==> src/rtl/stopwatch_ctrl_if.sv <==
// Command and display bundle between the user/debounce side and stopwatch_ctrl.
// master: the command source (user logic or bench); slave: the stopwatch controller.
interface stopwatch_ctrl_if;
    logic        start_stop;
    logic        clear;
    logic        lap;
    logic [15:0] digits;
    logic [15:0] lap_digits;
    logic        lap_valid;
    logic        running;
    logic        tick;
    logic        ovf;

    modport master (
        output start_stop, clear, lap,
        input  digits, lap_digits, lap_valid, running, tick, ovf
    );

    modport slave (
        input  start_stop, clear, lap,
        output digits, lap_digits, lap_valid, running, tick, ovf
    );
endinterface

==> src/rtl/stopwatch_ctrl.sv <==
// Stopwatch controller: command FSM gating a prescaler that drives a 4-digit
// BCD decade chain (0000-9999), with lap capture and sticky overflow.
//
// state | meaning
// IDLE  | cleared, waiting for start_stop; prescaler held at zero
// RUN   | prescaler advancing, count increments on every tick
// PAUSE | count and prescaler phase frozen; start_stop resumes
// DONE  | saturated at 9999 (WRAP=0 only); only clear leaves it
module stopwatch_ctrl #(
    parameter int unsigned PRESCALE = 10,
    parameter bit          WRAP     = 1'b0
) (
    input  logic             clk,
    input  logic             rst,
    stopwatch_ctrl_if.slave  sw
);
    localparam int unsigned PW = (PRESCALE > 1) ? $clog2(PRESCALE) : 1;
    localparam logic [PW-1:0] PRE_MAX = PW'(PRESCALE - 1);

    typedef enum logic [1:0] {IDLE, RUN, PAUSE, DONE} state_t;

    state_t        state_q, state_d;
    logic [PW-1:0] pre_cnt;
    logic [15:0]   digits_q, digits_inc;
    logic [15:0]   lap_q;
    logic          lap_valid_q;
    logic          ovf_q;
    logic          tick_c;
    logic          at_max;
    logic          sat_hold;
    logic          carry;

    assign tick_c   = (state_q == RUN) && (pre_cnt == PRE_MAX);
    assign at_max   = (digits_q == 16'h9999);
    // In saturate mode the overflowing tick leaves the count at 9999.
    assign sat_hold = tick_c && at_max && !WRAP;

    // Ripple the increment through the decades; all digits land on one edge.
    always_comb begin
        carry      = tick_c;
        digits_inc = digits_q;
        for (int k = 0; k < 4; k++) begin
            if (carry) begin
                digits_inc[4*k +: 4] = (digits_q[4*k +: 4] == 4'd9) ? 4'd0
                                       : digits_q[4*k +: 4] + 4'd1;
            end
            carry = carry && (digits_q[4*k +: 4] == 4'd9);
        end
    end

    // State register.
    always_ff @(posedge clk or posedge rst) begin
        if (rst) begin
            state_q <= IDLE;
        end else begin
            state_q <= state_d;
        end
    end

    // Next-state decode; clear outranks start_stop, overflow outranks pause.
    always_comb begin
        state_d = state_q;
        if (sw.clear) begin
            state_d = IDLE;
        end else begin
            case (state_q)
                IDLE:    if (sw.start_stop) state_d = RUN;
                RUN: begin
                    if (sat_hold)           state_d = DONE;
                    else if (sw.start_stop) state_d = PAUSE;
                end
                PAUSE:   if (sw.start_stop) state_d = RUN;
                DONE:    state_d = DONE;
                default: state_d = IDLE;
            endcase
        end
    end

    // Prescaler phase: restarts from IDLE, free-runs in RUN, frozen elsewhere.
    always_ff @(posedge clk or posedge rst) begin
        if (rst) begin
            pre_cnt <= '0;
        end else if (sw.clear) begin
            pre_cnt <= '0;
        end else if (state_q == IDLE && sw.start_stop) begin
            pre_cnt <= '0;
        end else if (state_q == RUN) begin
            pre_cnt <= tick_c ? '0 : pre_cnt + PW'(1);
        end
    end

    // Count, overflow flag and lap capture (lap takes the pre-increment value).
    always_ff @(posedge clk or posedge rst) begin
        if (rst) begin
            digits_q    <= '0;
            ovf_q       <= 1'b0;
            lap_q       <= '0;
            lap_valid_q <= 1'b0;
        end else if (sw.clear) begin
            digits_q    <= '0;
            ovf_q       <= 1'b0;
            lap_q       <= '0;
            lap_valid_q <= 1'b0;
        end else begin
            if (tick_c) begin
                if (!sat_hold) digits_q <= digits_inc;
                if (at_max)    ovf_q    <= 1'b1;
            end
            if (sw.lap && state_q != IDLE) begin
                lap_q       <= digits_q;
                lap_valid_q <= 1'b1;
            end
        end
    end

    assign sw.digits     = digits_q;
    assign sw.lap_digits = lap_q;
    assign sw.lap_valid  = lap_valid_q;
    assign sw.running    = (state_q == RUN);
    assign sw.tick       = tick_c;
    assign sw.ovf        = ovf_q;
endmodule
==> src/flat_wrapper.sv <==
// flat-port wrapper written by rule: the top's interface ports become plain ports
module stopwatch_ctrl_flat 
#(
    parameter int unsigned PRESCALE = 10,
    parameter bit          WRAP     = 1'b0
)
  (clk, rst, sw_start_stop, sw_clear, sw_lap, sw_digits, sw_lap_digits, sw_lap_valid, sw_running, sw_tick, sw_ovf);
  stopwatch_ctrl_if sw_i ();
  input  logic clk;
  input  logic rst;
  input wire logic [$bits(sw_i.start_stop)-1:0] sw_start_stop;
  input wire logic [$bits(sw_i.clear)-1:0] sw_clear;
  input wire logic [$bits(sw_i.lap)-1:0] sw_lap;
  output wire logic [$bits(sw_i.digits)-1:0] sw_digits;
  output wire logic [$bits(sw_i.lap_digits)-1:0] sw_lap_digits;
  output wire logic [$bits(sw_i.lap_valid)-1:0] sw_lap_valid;
  output wire logic [$bits(sw_i.running)-1:0] sw_running;
  output wire logic [$bits(sw_i.tick)-1:0] sw_tick;
  output wire logic [$bits(sw_i.ovf)-1:0] sw_ovf;
  assign sw_i.start_stop = sw_start_stop;
  assign sw_i.clear = sw_clear;
  assign sw_i.lap = sw_lap;
  assign sw_digits = sw_i.digits;
  assign sw_lap_digits = sw_i.lap_digits;
  assign sw_lap_valid = sw_i.lap_valid;
  assign sw_running = sw_i.running;
  assign sw_tick = sw_i.tick;
  assign sw_ovf = sw_i.ovf;
  stopwatch_ctrl #(.PRESCALE(PRESCALE), .WRAP(WRAP)) u_core (.clk(clk), .rst(rst), .sw(sw_i));
endmodule
==> config.mk <==
export PLATFORM = sky130hd
export DESIGN_NAME = stopwatch_ctrl_flat
export DESIGN_NICKNAME = d
export VERILOG_FILES = /design/src/rtl/stopwatch_ctrl_if.sv /design/src/rtl/stopwatch_ctrl.sv /design/src/flat_wrapper.sv
export SDC_FILE = /design/constraint.sdc
export NUM_CORES = 1
export LEC_CHECK = 0
export BUFFER_PORTS_ARGS = -buffer_cell sky130_fd_sc_hd__buf_2
export CAP_MARGIN = 25
export CELL_PAD_IN_SITES_DETAIL_PLACEMENT = 1
export CELL_PAD_IN_SITES_GLOBAL_PLACEMENT = 1
export CORE_AREA = 2 2 74 76
export DETAILED_ROUTE_END_ITERATION = 12
export DIE_AREA = 0 0 76 78
export HOLD_SLACK_MARGIN = 0.15
export PLACE_DENSITY_LB_ADDON = 0.15
export SYNTH_ARGS = -nofsm -noshare
export SYNTH_HDL_FRONTEND = slang
export SYNTH_SLANG_ARGS = --single-unit
==> constraint.sdc <==
create_clock -name clk -period 2.2 [get_ports clk]
set_input_delay 0.22 -clock clk [delete_from_list [all_inputs] [get_ports clk]]
set_output_delay 0.22 -clock clk [all_outputs]
set_load 0.005 [all_outputs]
==> impl_metrics.sql <==
INSERT INTO impl_metrics (metric_group, metric, value, unit) VALUES
('outcome', 'result_of_the_run', 'complete, no violations', ''),
('timing', 'worst_slew_pin_slew', '0.5427', 'ns'),
('power_and_ir_drop', 'power_leakage', '0.001146', 'uW'),
('setup_path', 'worstPathArrival', '2.16', 'ns'),
('detailed_routing', 'routed-via-count', '1609', ''),
('logic_synthesis', 'yosys.area_share.xor_xnor', '0.8878', '%'),
('logic_synthesis', 'yosys_most_used_dff', 'dfrtp_1', ''),
('power_and_ir_drop', 'comb_pwr_share', '5.6', '%'),
('hold_path', 'min_path_type', 'in -> reg', ''),
('detailed_routing', 'routed_wl', '4835', 'um'),
('clock_network', 'root_buffer', 'clkbuf_8', ''),
('timing', 'rsz_0062_raised_after_global_routing', 'false', ''),
('clock_network', 'tritoncts.num_buffers', '5', ''),
('place', 'place_congestion', '0.7724', ''),
('die', 'initial_utilization', '39.13', '%'),
('clock_network', 'clock-sinks', '40', ''),
('grt', 'number_of_antenna_violations_at_the_first_check_in_global_routing', '0', ''),
('timing', 'setup_viol', '0', ''),
('timing', 'finClkSkew', '0.005423', 'ns'),
('die', 'fp.dieArea', '0.005928', 'sq mm'),
('hold_path', 'timing.hold.worst_path_depth', '2', ''),
('grt', 'grt_start_max_net_pins', '41', ''),
('place', 'hpwl', '3447', 'um'),
('setup_path', 'r2r_cells', '5', ''),
('logic_synthesis', 'synth.yosys.warnings', '0', ''),
('power_and_ir_drop', 'power-per-cell-area', '567.6', 'mW/mm^2'),
('grt', 'grt_pass1_wl', '8280', 'um'),
('hold_path', 'worst_hold_path.endpoint', 'u_core.state_q[0]', ''),
('timing', 'final.period_utilization', '89.75', '%'),
('logic_synthesis', 'yosys.area_share.simple', '17.56', '%'),
('timing', 'postLayoutSetupSlackWorst', '0.2256', 'ns'),
('grt', 'grt_overflow', '0', ''),
('timing', 'slew-limit-headroom', '63.49', '%'),
('logic_synthesis', 'synth.net_count', '197', ''),
('run', 'timing.max_cap.violations', '0', ''),
('finish', 'instances_no_fill', '295', ''),
('logic_synthesis', 'yosys_register_bits', '40', ''),
('die', 'design.portCount', '41', ''),
('power_and_ir_drop', 'internal_power', '1013', 'uW'),
('clock_network', 'cts_htree_levels', '2', ''),
('logic_synthesis', 'synth_top_family_by_area', 'compound AO/OA/AOI/OAI gates', ''),
('clock_network', 'clock_latency', '0.30', 'ns'),
('finish', 'syn_to_final_growth', '18.90', '%'),
('finish', 'final_net_count', '239', ''),
('grt', 'first_global_vias', '1700', ''),
('timing', 'timing.fmax', '506.5', 'MHz'),
('setup_path', 'crit_path_max_fanout', '8', ''),
('logic_synthesis', 'netlist_instances', '182', ''),
('power_and_ir_drop', 'pwr-share-clk', '38.2', '%'),
('detailed_routing', 'drc', '0', ''),
('finish', 'num_antenna_cells', '0', ''),
('logic_synthesis', 'synth_compound_area_share', '18.77', '%'),
('timing', 'finalHoldViolCount', '0', ''),
('place', 'place_area', '0.002243', 'sq mm'),
('finish', 'stdcell_area', '0.002346', 'sq mm'),
('place', 'placed_cells', '286', ''),
('setup_path', 'setup_crit_start_kind', 'register', ''),
('detailed_routing', 'via_per_inst', '5.454', ''),
('place', 'port_buffers', '40', ''),
('timing', 'timing.final.crit_period', '1.974', 'ns'),
('clock_network', 'cts_max_path_buffers', '2', ''),
('setup_path', 'path_class', 'reg -> reg', ''),
('grt', 'global_route.usage.total', '17.43', '%'),
('finish', 'n_fill_cell', '585', ''),
('logic_synthesis', 'yosys.area_share.adder', '6.341', '%'),
('setup_path', 'endpoint_kind', 'register', ''),
('clock_network', 'path_clk_slew', '0.08', 'ns'),
('power_and_ir_drop', 'sequentialPowerShare', '56.2', '%'),
('logic_synthesis', 'synth.mux.area_fraction', '1.585', '%'),
('die', 'core_area', '0.005042', 'sq mm'),
('detailed_routing', 'antenna_left', '0', '');
## cells by family (layout without fill, tap and decap cells)
logic type | count (synthesis) | after routing
compound gates | 54 | 54
xor+xnor | 2 | 2
fa+ha+maj | 10 | 10
buf+inv | 20 | 63
flops | 40 | 40
mux | 3 | 3
simple gates | 53 | 53
## worst max-delay path, stage by stage, from the launching register on
cell and delay [ns]:
dfrtp_1 0.49, ha_1 0.21, and3b_1 0.31, nand2_1 0.14
nor3b_1 0.34, mux2_2 0.38
## cells in the mapped netlist (all sizes together), types with 3 or more instances
cell type  count  area, sq um
dfrtp         40         1001
a22o          16        140.1
a21oi         15        75.07
inv           11        41.29
ha            10        125.1
o21ai         10        50.05
nand2          8        30.03
nand3          8        52.55
or3            7        43.79
clkbuf         6        22.52
nor2           6        22.52
nand3b         5        37.54
a311oi         4        35.03
and3b          3        27.53
buf            3        17.52
## how the worst max path moves through the flow
stage | startpoint | endpoint | slack [ns] | cells after the start
floorplan | u_core.sw.digits[9] | u_core.sw.digits[12] | 0.45 | 7
global placement | u_core.sw.digits[5] | u_core.sw.digits[12] | 0.39 | 6
detailed placement | u_core.sw.digits[4] | u_core.sw.digits[12] | 0.23 | 5
CTS | u_core.sw.digits[4] | u_core.sw.digits[12] | 0.23 | 5
global route | u_core.sw.digits[5] | u_core.sw.digits[12] | 0.11 | 6
finish | u_core.sw.digits[4] | u_core.sw.digits[12] | 0.23 | 5
## power by group through the flow
stage	clock network (uW)	logic (uW)	registers, uW
after CTS	526	77.8	748
after detailed placement	0	77.3	763
after global routing	554	85.9	749
after floorplan	0	49.6	761
final	509	74.6	748
after global placement	0	74.1	761
## metal layers
metal  part of all wire (%)  GRT usage [%]  vias up
li1                       -              -      754
met1                     46          21.70      817
met2                     49          30.36       32
met3                    3.7          4.186        6
met4                    1.2          4.909        0
met5                      0              0        -
## stage by stage
| step | util (%) | power, uW | hold WS, ns |
|---|---|---|---|
| after global routing | 46.53 | 1388 | 0.1930 |
| after global placement | 44.49 | 835.5 | 0.3708 |
| after floorplan | - | 810.2 | 0.3238 |
| after CTS | 46.53 | 1352 | 0.1746 |
| after detailed placement | 44.49 | 839.8 | 0.3839 |
| final | 46.53 | 1332 | 0.1906 |
## flip-flops by register name, summed over array words and instances, names as in the netlist
register,flops
u_core.sw.digits,16
u_core.sw.lap_digits,16
u_core.pre_cnt,4
u_core.state_q,2
u_core.sw.lap_valid,1
u_core.sw.ovf,1
## final cells by class
| class | count | area [sq um] | area share, % |
|---|---|---|---|
| sequential | 40 | 1001 | 42.67 |
| tap | 70 | 87.58 | 3.733 |
| inverter | 11 | 41.29 | 1.760 |
| clock buffer | 6 | 82.58 | 3.520 |
| clock inverter | 2 | 10.01 | 0.4267 |
| multi-input combinational | 122 | 890.9 | 37.97 |
| timing repair buffer | 44 | 232.7 | 9.920 |
## repair_timing
| action | 4_1_cts | 5_1_grt |
|---|---|---|
| hold buffers | 1 | 0 |
| resized for setup | 0 | 0 |
| hold endpoints to repair | 40 | 0 |
| setup buffers | 0 | 0 |
Power figures use the tool's default switching activity.
